### config.mk
export PLATFORM = sky130hd
export DESIGN_NAME = uart_line_echo
export DESIGN_NICKNAME = d
export VERILOG_FILES = /design/src/rtl/uart_line_echo.sv
export SDC_FILE = /design/constraint.sdc
export NUM_CORES = 1
export LEC_CHECK = 0
export ABC_CLOCK_PERIOD_IN_PS = 2500
export CAP_MARGIN = 10
export CORE_MARGIN = 5
export CORE_UTILIZATION = 45
export DETAILED_ROUTE_END_ITERATION = 10
export PLACE_DENSITY_LB_ADDON = 0.12
export SETUP_SLACK_MARGIN = 0.02
export SLEW_MARGIN = 20
export SYNTH_ARGS = -nofsm -noshare
export SYNTH_HDL_FRONTEND = slang
export SYNTH_SLANG_ARGS = --single-unit
### constraint.sdc
create_clock -name clk -period 2.5 [get_ports clk]
set_input_delay 0.375 -clock clk [delete_from_list [all_inputs] [get_ports clk]]
set_output_delay 0.375 -clock clk [all_outputs]
set_load 0.1 [all_outputs]
### src/rtl/uart_line_echo.sv
// Line-buffered UART echo: collects received bytes until TERMINATOR (or a full
// buffer), then replays the line followed by CR/LF to the transmitter.
module uart_line_echo #(
    parameter int unsigned DEPTH      = 32,
    parameter logic [7:0]  TERMINATOR = 8'h0D,
    parameter logic [7:0]  BACKSPACE  = 8'h08
) (
    input  logic                         clk,
    input  logic                         reset,
    input  logic [7:0]                   i_rx_data,
    input  logic                         i_rx_data_valid,
    output logic [7:0]                   o_tx_data,
    output logic                         o_tx_data_valid,
    input  logic                         i_tx_ready,
    output logic                         o_busy,
    output logic [$clog2(DEPTH+1)-1:0]   o_line_len,
    output logic                         o_overrun
);

    localparam int CW = $clog2(DEPTH + 1);
    localparam int AW = $clog2(DEPTH);

    typedef enum logic [1:0] {
        COLLECT,
        SEND,
        SEND_CR,
        SEND_LF
    } state_t;

    state_t          state, state_nxt;
    logic [CW-1:0]   count, count_nxt;
    logic [AW-1:0]   rd_idx, rd_idx_nxt;
    logic            wr_en;
    logic [7:0]      mem [DEPTH];

    always_ff @(posedge clk or posedge reset) begin
        if (reset) begin
            state     <= COLLECT;
            count     <= '0;
            rd_idx    <= '0;
            o_overrun <= 1'b0;
        end else begin
            state     <= state_nxt;
            count     <= count_nxt;
            rd_idx    <= rd_idx_nxt;
            o_overrun <= i_rx_data_valid && (state != COLLECT);
        end
    end

    // Unreset storage with asynchronous read, so SEND can present buf[rd_idx]
    // in its first cycle without a prefetch stage.
    always_ff @(posedge clk) begin
        if (wr_en) begin
            mem[count[AW-1:0]] <= i_rx_data;
        end
    end

    always_comb begin
        state_nxt       = state;
        count_nxt       = count;
        rd_idx_nxt      = rd_idx;
        wr_en           = 1'b0;
        o_tx_data_valid = 1'b0;
        o_tx_data       = '0;
        case (state)
            COLLECT: begin
                if (i_rx_data_valid) begin
                    if (i_rx_data == TERMINATOR) begin
                        rd_idx_nxt = '0;
                        state_nxt  = (count == '0) ? SEND_CR : SEND;
                    end else if (i_rx_data == BACKSPACE) begin
                        if (count != '0) begin
                            count_nxt = count - CW'(1);
                        end
                    end else if (count < CW'(DEPTH)) begin
                        wr_en     = 1'b1;
                        count_nxt = count + CW'(1);
                        if (count == CW'(DEPTH - 1)) begin
                            rd_idx_nxt = '0;
                            state_nxt  = SEND;
                        end
                    end
                end
            end
            SEND: begin
                o_tx_data_valid = 1'b1;
                o_tx_data       = mem[rd_idx];
                if (i_tx_ready) begin
                    if (CW'(rd_idx) == count - CW'(1)) begin
                        state_nxt = SEND_CR;
                    end else begin
                        rd_idx_nxt = rd_idx + AW'(1);
                    end
                end
            end
            SEND_CR: begin
                o_tx_data_valid = 1'b1;
                o_tx_data       = 8'h0D;
                if (i_tx_ready) begin
                    state_nxt = SEND_LF;
                end
            end
            SEND_LF: begin
                o_tx_data_valid = 1'b1;
                o_tx_data       = 8'h0A;
                if (i_tx_ready) begin
                    state_nxt  = COLLECT;
                    count_nxt  = '0;
                    rd_idx_nxt = '0;
                end
            end
            default: begin
                state_nxt = COLLECT;
            end
        endcase
    end

    assign o_busy     = (state != COLLECT);
    assign o_line_len = count;

endmodule

==> impl_metrics.yaml, run 1 <==
setup_path:
  path_class: "reg2out"
  reg2regPathDepth: 8
  cp_top_family: "multiplexers"
  crit_buf_inv: 2
  arrival_ps: 2920
  crit_required_ps: 2120
  crit_path_start_kind: "register"
  crit_path_top_delay_cell: "mux4_2"
  rr_endpoint: "o_line_len[4]"
  critPathMaxFanout: 8
  reg2reg_from: "o_line_len[2]"
  path_cells: "buf_12 -> mux4_2 -> mux4_2 -> mux2i_1 -> nor2_1 -> nor3_2 -> nor2_4 -> buf_12"
  r2r_setup_slack_ps: 190
  critPathCaptureType: "output port"
  critPathMaxStageDelay_ps: 550
yosys:
  synth-seq-cells: 270
  synthMuxAreaShare: 0.1666
  syn_avg_cell_area_sq_um: 18.95
  syn_inst: 591
  synthArstFlopShare: 0.05185
  ys_warn_count: 0
  yosysSeqAreaShare: 0.7176
  synth_simple_gate_area_frac: 0.05485
  synthAdderAreaFrac: 0.01229
  synth_edf_count: 256
  syn-num-nets: 614
  synth.distinct_cells: 50
  synthFlopType: "edfxtp_1"
  synth-xor-area-share: 0.005474
  synth_top_family_by_area: "multiplexers"
  synth_area_sq_mm: 0.01120
  synth_compound_area_frac: 0.02558
sta:
  worst_pin_slew_ps: 589.9
  period_share: 1.319
  drv_slew: 0
  fmax_mhz: 303.3
  slew_headroom: 0.6063
  rsz0062_at_grt: "yes"
  setup_viol: 8
  fin_tns_setup_ps: -5912
  hold_violations: 0
  finalCriticalPeriod_ps: 3297
  fin_ws_ps: -797.1
  clock_skew_ps: 7.271
grt:
  grt_pass1_vias: 6469
  grt_pass1_wl_mm: 42.19
  track_usage: 0.1997
  antenna_found_initial: 0
  grt_max_degree: 33
  gr-total-overflow: 0
clock_tree:
  cts_sinks: 270
  cts_root_buf: "clkbuf_16"
  ctsHoldBuffers: 0
  cts_tree: "yes"
  clk_path_buf_depth: 3
  clock_latency_ps: 540
  cts_buffers: 29
  clkTransAtPathRegs_ps: 60
  cts_htree_levels: 1
run:
  max_cap_viol_count: 0
floorplan:
  rows: 57
  die_width_um: 167.8
  core_sq_mm: 0.02439
  die_h_um: 167.8
  die_area_sq_mm: 0.02815
  start_util: 0.4592
  boundaryPins: 29
route:
  drt_iter0_markers: 578
  drt_pass1_iterations: 6
  wire_per_inst_um: 25.87
  antenna_left: 0
  routed-via-count: 6165
  drt_wl_total_mm: 27.83
  via_per_inst: 5.730
  drcViolationCount: 0
power:
  ir_worst_vdd_mv: 0.8469
  p_leak_uw: 0.004610
  total_power_uw: 14520
  power.density_mw_per_mm2: 1036
min_path:
  hold_path.class: "in2async"
layout:
  fin_cells: 1076
  area_growth_pct: 25.10
  final_core_util: 0.5745
  drive_gt1_frac: 0.3923
  nNetsFinal: 753
  fillCellCount: 1880
  num_antenna_cells: 0
placed_design:
  dpl.hpwl_mm: 18.81
  gp_congestion: 0.8738
  dp.cells: 1016
  portBuffers: 28
outcome:
  violations: "setup timing"
  outcome: "finished, violations left"
==> worst reg2reg max path, cell delays in order (launching register included) <==
cell	delay, ps
dfrtp_4	520
buf_4	220
or4b_4	530
o21ai_1	130
nor2_1	80
o31ai_4	320
buf_4	180
a21oi_1	40
o22a_1	180
==> registers in the layout, indices dropped and copies added (netlist names) <==
register and flops:
mem 256, state 2, o_overrun 1, rd_idx 5, o_line_len 6
==> through the flow <==
stage	area [sq um]	hold slack (ps)	setup slack, ps
finish	14010	195.1	-797.1
global route	14010	245.3	-881.9
CTS	13930	199.3	-833.9
detailed placement	12960	601.1	-374.7
global placement	12960	570.6	-366.6
floorplan	11490	264.1	-4.210
==> cell usage after synthesis, types with 4 or more instances <==
master    count  area share
edfxtp_1    256        0.69
mux4_2       77        0.15
nor2_1       52       0.017
nand2_1      23      0.0077
clkbuf_1     19      0.0064
dfrtp_1      14       0.031
inv_1        12      0.0040
mux2i_1      12       0.011
ha_1         11       0.012
a21oi_1       9      0.0040
buf_2         8      0.0036
nand3_1       8      0.0036
o21ai_0       6      0.0027
nand2b_1      5      0.0028
nand3b_1      5      0.0034
a22oi_1       4      0.0027
a31oi_1       4      0.0022
and3_1        4      0.0022
nor2b_1       4      0.0022
nor3_1        4      0.0018
o31ai_1       4      0.0027
xnor2_1       4      0.0031
==> metal layers <==
| metal | share of wire | track usage | up-vias |
|---|---|---|---|
| met2 | 0.47 | 0.3075 | 223 |
| li1 | - | - | 2680 |
| met1 | 0.43 | 0.2877 | 3217 |
| met4 | 0.028 | 0.05540 | 0 |
| met3 | 0.075 | 0.04903 | 45 |
| met5 | 0 | 0 | - |
==> timing repair <==
action / 4_1_cts / 5_1_grt
gates resized for setup: 9 / 5
hold endpoints to repair: 0 / 0
cloned: 0 / 1
pin swaps: 0 / 4
buffers inserted: 5 / 1
setup endpoints to repair: 8 / 9
==> area by class of cell <==
class                      instances  area (sq um)  share of cell area
sequential                       270          8058              0.5751
multi-input combinational        275          3169              0.2262
timing repair buffer             141          1436              0.1025
clock buffer                      35         748.2             0.05340
tap                              324         405.4             0.02893
clock inverter                    18         140.1             0.01000
inverter                          13         55.05            0.003929
==> power breakdown <==
part / switching (uW) / internal [uW] / leakage (uW)
clock: 1700 / 2320 / 0.000434
sequential: 156 / 5140 / 0.00247
combinational: 3000 / 2210 / 0.00170
==> how the worst max path moves through the flow <==
| stage | from | to | slack, ps | cells past startpoint |
|---|---|---|---|---|
| floorplan | rd_idx[1] | o_tx_data[0] | -4 | 8 |
| global placement | i_rx_data[3] | rd_idx[3] | -370 | 9 |
| detailed placement | i_rx_data[5] | rd_idx[2] | -370 | 10 |
| CTS | rd_idx[0] | o_tx_data[7] | -830 | 7 |
| global route | rd_idx[0] | o_tx_data[3] | -880 | 8 |
| finish | rd_idx[0] | o_tx_data[3] | -800 | 8 |
==> layout by cell type (no fill, tap or decap), types with 5 or more instances in the layout <==
master	n
mux2i_1	8
nor2_2	8
mux4_2	77
ha_1	10
edfxtp_1	256
clkdlybuf4s50_1	11
clkbuf_16	30
dfrtp_1	6
nor2_1	37
nand3b_1	5
clkbuf_1	6
nand3_1	8
nor2_4	7
clkinv_1	9
nand2_1	22
inv_1	9
buf_4	103
a21oi_1	8
clkinv_2	5
buf_12	25
==> logic make-up (layout without fill, tap and decap cells) <==
group | after synthesis | in the layout
compound gates | 43 | 43
mux | 90 | 90
buf+inv | 46 | 207
simple gates | 124 | 124
fa+ha+maj | 11 | 11
xor+xnor | 7 | 7
flops | 270 | 270
Power figures use the tool's default switching activity.
==> run 2: changes to the inputs <==
- ABC_CLOCK_PERIOD_IN_PS: 2500 -> 3370
- CORE_UTILIZATION: 45 -> 40
- clock period: 2.5 -> 3.37 ns (I/O delays scaled with it)
==> impl_metrics.yaml, run 2 (synthesis gave the netlist of run 1 again) <==
setup_path:
  reg2regPathDepth: 9
  crit_required_ps: 2860
  path_class: "reg2out"
  arrival_ps: 2970
  crit_path_start_kind: "register"
  critPathCaptureType: "output port"
  critPathMaxFanout: 6
sta:
  setup_viol: 8
  hold_ws_ps: 347.9
  period_share: 1.030
  clock_skew_ps: 7.152
  finalCriticalPeriod_ps: 3472
  worst_pin_slew_ps: 961.0
  fmax_mhz: 288.0
  drv_slew: 0
  hold_violations: 0
  slew_headroom: 0.3573
  fin_ws_ps: -102.2
  rsz0062_at_grt: "yes"
layout:
  num_antenna_cells: 0
  fillCellCount: 2298
  final_cell_mix: "edfxtp_1 (256), mux4_2 (77), buf_4 (59)"
  largest_reg_flops: 256
  drive_gt1_frac: 0.3281
  multi_input_area_sq_mm: 0.003027
  nNetsFinal: 708
  mostFrequentLayoutCell: "edfxtp_1"
  final_area_sq_mm: 0.01366
  seqCellArea_sq_mm: 0.008043
  area_growth_pct: 21.98
floorplan:
  die_area_sq_mm: 0.03145
  core_sq_mm: 0.02771
  die_h_um: 177.3
  start_util: 0.4043
  rows: 61
  die_width_um: 177.3
  boundaryPins: 29
placed_design:
  gp_congestion: 0.8344
  dpl.hpwl_mm: 18.47
  place_ws_ps: 157.7
  portBuffers: 28
  placed_area_sq_mm: 0.01233
power:
  power.density_mw_per_mm2: 793.4
  total_power_uw: 10840
  ir_worst_vdd_mv: 0.3566
  p_leak_uw: 0.004398
clock_tree:
  ctsHoldBuffers: 0
  clkTransAtPathRegs_ps: 60
  cts_root_buf: "clkbuf_16"
  clock_latency_ps: 540
  cts_htree_levels: 1
  clk_path_buf_depth: 3
  cts_sinks: 270
  cts_buffers: 28
  cts_tree: "yes"
grt:
  grt_pass1_vias: 6135
  grt_pass1_wl_mm: 41.80
  gr-total-overflow: 0
  track_usage: 0.1825
  antenna_found_initial: 0
  grt_max_degree: 59
route:
  drt_wl_total_mm: 28.72
  drt_pass1_iterations: 5
  drt_iter0_markers: 418
  wire_per_inst_um: 26.47
  antenna_left: 0
  via_per_inst: 5.500
  routed-via-count: 5968
  drcViolationCount: 0
outcome:
  outcome: "finished, violations left"
  violations: "setup timing"
min_path:
  hold_path.class: "in2async"
run:
  max_cap_viol_count: 0
run 2: cell count changes in the layout (fill, tap and decap cells not counted), sizes merged:
cell and change:
clkbuf -2, clkdlybuf4s50 +1, clkinvlp -2, bufinv +4
inv +2, clkinv -2, buf -46
run 2: final timing paths:
| path | from | endpoint | slack, ps |
|---|---|---|---|
| max in group asynchronous | reset | rd_idx[0] | 2590 |
| min in group clk | i_rx_data_valid | o_overrun | 610 |
| hold / removal | reset | o_overrun | 350 |
| setup reg to reg | o_line_len[0] | o_line_len[3] | 570 |
| setup / recovery | rd_idx[0] | o_tx_data[3] | -100 |
| hold reg to reg | o_line_len[4] | o_line_len[4] | 630 |
run 2: timing repair:
| item | CTS | global route |
|---|---|---|
| gates cloned | 1 | 2 |
| buffers inserted | 16 | 2 |
| gates resized for setup | 9 | 14 |
| pin swaps | 2 | 4 |
| endpoints found under the setup margin | 8 | 8 |
| endpoints found under the hold margin | 0 | 0 |
run 2: report_power, final:
group	internal [uW]	leakage [uW]	switching, uW
Clock	2030	0.000492	1290
Sequential	3800	0.00248	160
Combinational	1450	0.00143	2110
Total	7280	0.00440	3560
run 2: metal layers:
metal  wire length (um)  part of all wire  GRT usage  vias up
li1                   -                 -          -     2585
met1              13080              0.46     0.2605     3178
met2              13740              0.48     0.2960      167
met3               1320             0.046    0.03174       38
met4                581             0.020    0.04415        0
met5                  0                 0          0        -
run 2: layout make-up:
class	count	area share
Tap cell	378	0.03462
Multi-Input combinational cell	275	0.2215
Inverter	13	0.003571
Timing Repair Buffer	97	0.07857
Clock inverter	20	0.01914
Sequential cell	270	0.5886
Clock buffer	32	0.05394
run 2: critical path, cell delays in order, from the launching register on:
cell and delay (ps):
dfrtp_4 540, buf_6 150, mux4_2 550, mux4_2 510
mux2i_1 200, nor2_1 90, nor3_2 140, nor2_2 70
buf_12 160
run 2: per-stage QoR:
| step | cells | setup TNS [ps] | util |
|---|---|---|---|
| after floorplan | 591 | -971.5 | - |
| after global placement | 1012 | 0 | 0.4450 |
| after detailed placement | 1012 | 0 | 0.4450 |
| after CTS | 1081 | -807.2 | 0.4887 |
| after global routing | 1085 | -982.9 | 0.4932 |
| final | 1085 | -380.8 | 0.4932 |
==> patch 1: new RTL, flow settings as in run 1 <==
The output `o_overrun` loses its register stage (`o_overrun` becomes a continuous assignment).
--- a/src/rtl/uart_line_echo.sv
+++ b/src/rtl/uart_line_echo.sv
@@ -38,14 +38,14 @@
             state     <= COLLECT;
             count     <= '0;
             rd_idx    <= '0;
-            o_overrun <= 1'b0;
         end else begin
             state     <= state_nxt;
             count     <= count_nxt;
             rd_idx    <= rd_idx_nxt;
-            o_overrun <= i_rx_data_valid && (state != COLLECT);
         end
     end
+
+    assign o_overrun = i_rx_data_valid && (state != COLLECT);
 
     // Unreset storage with asynchronous read, so SEND can present buf[rd_idx]
     // in its first cycle without a prefetch stage.
Function: changed (Yosys sat finds a counterexample within 4 cycles, from zero or initial values and one cycle with reset high).
==> patch 1 against run 1 <==
- final cell count down 0.37%
- worst setup slack worse by 0.047 ns
- clock power grew 1%
- design area down 0.13%
- synthesized area decreased by 0.22%
- the run still ends with negative setup slack left
- highest routed layer unchanged
- total power is 0.61% higher
- sequential cell count down 1
- routed wire length down 2.7%
==> patch 1: results (changes against run 1) <==
| Metric | Value |
|---|---|
| Antenna violations before repair | 0 (unchanged) |
| Drt first pass iters | 5 (-1) |
| Post-DR wirelength/cell | 25.3 um (-2.3%) |
| GR Util met1 | 28.4% (-0.35 points) |
| Power share of the combinational group | 36.1% (+0.2 points) |
| Post-synthesis mux area share | 16.7% (+0.037 points) |
| Relative slew slack | 56.4% (-4.2 points) |
| Final #Nets | 750 (-0.40%) |
| Flop2flop setup slack | 0.15 ns (-0.04 ns) |
| Sw power | 4830 uW (-0.52%) |
| Top post-synthesis cells by area | edfxtp_1 69%, mux4_2 16%, dfrtp_1 2.9%, nor2_1 1.7%, ha_1 1.2% |
| Final HPWL DP | 18,400 um (-2.2%) |
| Via count | 6,083 (-1.3%) |
| Initial DRC Count | 650 (+12%) |
| Post-Synth Adder-Cell Area | 1.23% (+0.0028 points) |
| Worst path max stage delay | 0.57 ns (+0.02 ns) |
| Final setup viols | 8 (unchanged) |
| WL met3 | 1630 um (-22%) |
| Async S/R FF share, synth | 4.83% (-0.35 points) |
| Seq/Total Area, Yosys | 71.7% (about the same) |
| Failing checks | negative setup slack |
| Synthesized area | 11,200 sq um (-0.22%) |
| Met1 wire length | 12,100 um (+1.1%) |
| Status | finished, violations left |
| First-pass GRT wire length | 41,100 um (-2.5%) |
| Met2 usage | 30.7% (about the same) |
| Post-CTS Setup Bufs | 2 (-3) |
| Fin Clk Skew | 0.0112 ns (+0.00391 ns) |
| Met3 Resource Use GR | 3.68% (-1.2 points) |
| Worst vdd ir | 0.866 mV (+2.2%) |
| CP endpoint | o_tx_data[5] |
| Met2 Routed Length | 12,900 um (-0.77%) |
| Cts bufs inserted | 29 (unchanged) |
| Total GRT Usage | 19.4% (-0.58 points) |
| Routability cong. | 0.840 (-3.9%) |
| Comb pwr | 5270 uW (+1%) |
| DRC violations left | 0 (unchanged) |
| Synthesis Warnings | 0 (unchanged) |
| Worst Setup Slack, final | -0.844 ns (-0.0466 ns) |
| Post-CTS sizing | 5 (-4) |
| Filler instances | 1,854 (-1.4%) |
| Vias in the first global route | 6,442 (-0.42%) |
| Lkg Pwr | 0.00458 uW (-0.59%) |
| Critical-path top delay cell | mux4_2 |
| Compound-cell area share of the yosys netlist | 2.56% (+0.0057 points) |
| Worst Setup Start Kind | register |
| Mapped Nets | 613 (-0.16%) |
| Reg2reg start | o_line_len[0]$_DFFE_PP0P_ |
| CP Max Fanout | 9 (+1) |
| Clk Latency, worst-skew pair | roughly 0.53 ns |
| CTS H-tree depth | 1 (unchanged) |
| Share of layout cells above drive strength 1 | 39.8% (+0.61 points) |
| XOR/XNOR Fraction of Synth Area | 0.549% (+0.0012 points) |
| Arr. time, crit path | 2.97 ns (+0.05 ns) |
| RR Endpoint | o_line_len[3]$_DFFE_PP0P_ |
==> patch 1: per-stage QoR <==
step | instance area [sq um] | instances | hold WS [ns] | TNS [ns] | setup slack [ns]
floorplan | 11400 | 590 | 0.252 | -0.0484 | -0.0339
global placement | 12900 | 1008 | 0.565 | -47.10 | -0.428
detailed placement | 12900 | 1008 | 0.574 | -50.69 | -0.434
CTS | 13800 | 1062 | 0.213 | -6.20 | -0.815
global route | 14000 | 1072 | 0.253 | -6.86 | -0.888
finish | 14000 | 1072 | 0.210 | -6.23 | -0.844
==> patch 1: worst register-to-register path, stage by stage (launching register included) <==
cell and delay (ns):
dfrtp_4 0.51, inv_1 0.15, ha_1 0.19, or4b_1 0.47
o21ai_1 0.14, nor2_1 0.07, o31ai_4 0.32, nor4_1 0.10
a221o_1 0.28
==> patch 1: area by class of cell <==
cell class              count  area share, %
flip-flops and latches    269           57.4
well taps                 324           2.90
repair buffers            139           10.1
clock buffers              40           5.70
clock inverters            12          0.832
inverters                  13          0.376
multi-input cells         275           22.7
==> patch 2: new RTL, settings of run 1 <==
Without the edit above. Change the parameter `DEPTH` from 32 to 64.
--- a/src/rtl/uart_line_echo.sv
+++ b/src/rtl/uart_line_echo.sv
@@ -1,7 +1,7 @@
 // Line-buffered UART echo: collects received bytes until TERMINATOR (or a full
 // buffer), then replays the line followed by CR/LF to the transmitter.
 module uart_line_echo #(
-    parameter int unsigned DEPTH      = 32,
+    parameter int unsigned DEPTH      = 64,
     parameter logic [7:0]  TERMINATOR = 8'h0D,
     parameter logic [7:0]  BACKSPACE  = 8'h08
 ) (
Ports: changed (resized o_line_len); port bits go from 29 to 30. No check against the original RTL was run, so the function may have changed too.
==> patch 2 against run 1 <==
- the flow still finishes with violations (negative setup slack)
- die area is 86% higher
- sequential share of layout area is 2.0 points higher
- non-clock buffer count is 73 higher
- sequential cell count is 258 higher
- routed wire length is 110% higher
- global-route usage is 1.8 points higher
- worst setup slack worse by 0.18 ns
- clock skew is 0.025 ns higher
- total power is 95% higher
- synthesized area is 93% higher
- sequential power is 91% higher
- first-iteration DRC count is 90% higher
- count of clock-buffer cells in the layout is 33 higher
- design area is 89% higher
==> patch 2: results (changes against run 1) <==
| Metric | Value |
|---|---|
| Post-DR wirelength/cell | 28.8 um (+11%) |
| Largest net degree at the start of global routing | 65 (+97%) |
| Via count | 11.8k (+92%) |
| Top cells by count, synth | 512 x edfxtp_1, 124 x mux4_2, 89 x nor2_1 |
| Fin Clk Skew | 0.0327 ns (+0.0254 ns) |
| Cts bufs inserted | 53 (+83%) |
| Drt first pass iters | 5 (-1) |
| Pre-CTS WS | -0.543 ns (-0.168 ns) |
| Port buffer count | 29 (+3.6%) |
| Clk Latency, worst-skew pair | 0.62 ns (+0.08 ns) |
| Met2 usage | 34.0% (+3.2 points) |
| Final #Nets | 1,361 (+81%) |
| Worst Setup Slack, final | -0.976 ns (-0.178 ns) |
| Final setup viols | 12 (+4) |
| Async S/R FF share, synth | 3.03% (-2.2 points) |
| Relative slew slack | 48.4% (-12 points) |
| GR Util met1 | 31.6% (+2.8 points) |
| Total GRT Usage | 21.8% (+1.8 points) |
| Share of layout cells above drive strength 1 | 41.1% (+1.9 points) |
| Number of synthesized flops with an enable pin | 512 (+100%) |
| Initial DRC Count | 1,097 (+90%) |
| Status | finished, violations left |
| Failing checks | negative setup slack |
| Largest register FFs | 512 (+100%) |
| Lkg Pwr | 0.00838 uW (+82%) |
| Syn_area_per_cell | 18.9 sq um (about the same) |
[patch 2: worst paths after layout]
check	from	endpoint	slack [ns]	cells after the start
max in group asynchronous	reset	o_line_len[1]$_DFFE_PP0P_	1.81	2
max	rd_idx[0]$_DFFE_PP0P_	o_tx_data[0]	-0.98	8
min in group asynchronous	reset	o_line_len[3]$_DFFE_PP0P_	0.16	2
min reg2reg	state[1]$_DFFE_PP0P_	state[1]$_DFFE_PP0P_	0.58	2
min	i_rx_data[0]	mem[48][0]$_DFFE_PP_	0.14	1
max reg2reg	o_line_len[1]$_DFFE_PP0P_	rd_idx[0]$_DFFE_PP0P_	-0.10	7
[patch 2: critical path, delay by kind of cell, from the launching register on]
family          cells  cell delay (ns)
flops               1             0.55
compound gates      1             0.18
simple gates        1             0.06
mux                 2             1.05
buf+inv             4             0.63
[patch 2: metal layers]
layer	vias to the layer above	share of wire (%)	wire length [um]
met1	6260	44	25400
met4	0	2.3	1320
li1	5070	-	-
met5	-	0	0
met2	408	47	27000
met3	83	6.4	3660
[patch 2: report_power, final]
group	switching (uW)	total (uW)	internal, uW
sequential	251	10100	9870
combinational	5840	10400	4600
clock	3310	7830	4520
[patch 2: logic make-up after synthesis]
logic type | share of synthesized area [%]
AOI/OAI and AO/OA | 3.89
DFF | 73.2
and+or+nand+nor | 4.95
muxes | 15.4
buffers and inverters | 1.77
adders and majority gates | 0.522
xor gates and xnor gates | 0.325
[patch 2: area by class of cell]
class                           count  share of cell area, %
Inverter                           10                  0.179
Tap cell                          615                   2.90
Clock buffer                       68                   5.37
Multi-Input combinational cell    533                   22.9
Sequential cell                   528                   59.5
Timing Repair Buffer              214                   8.13
Clock inverter                     26                  0.976
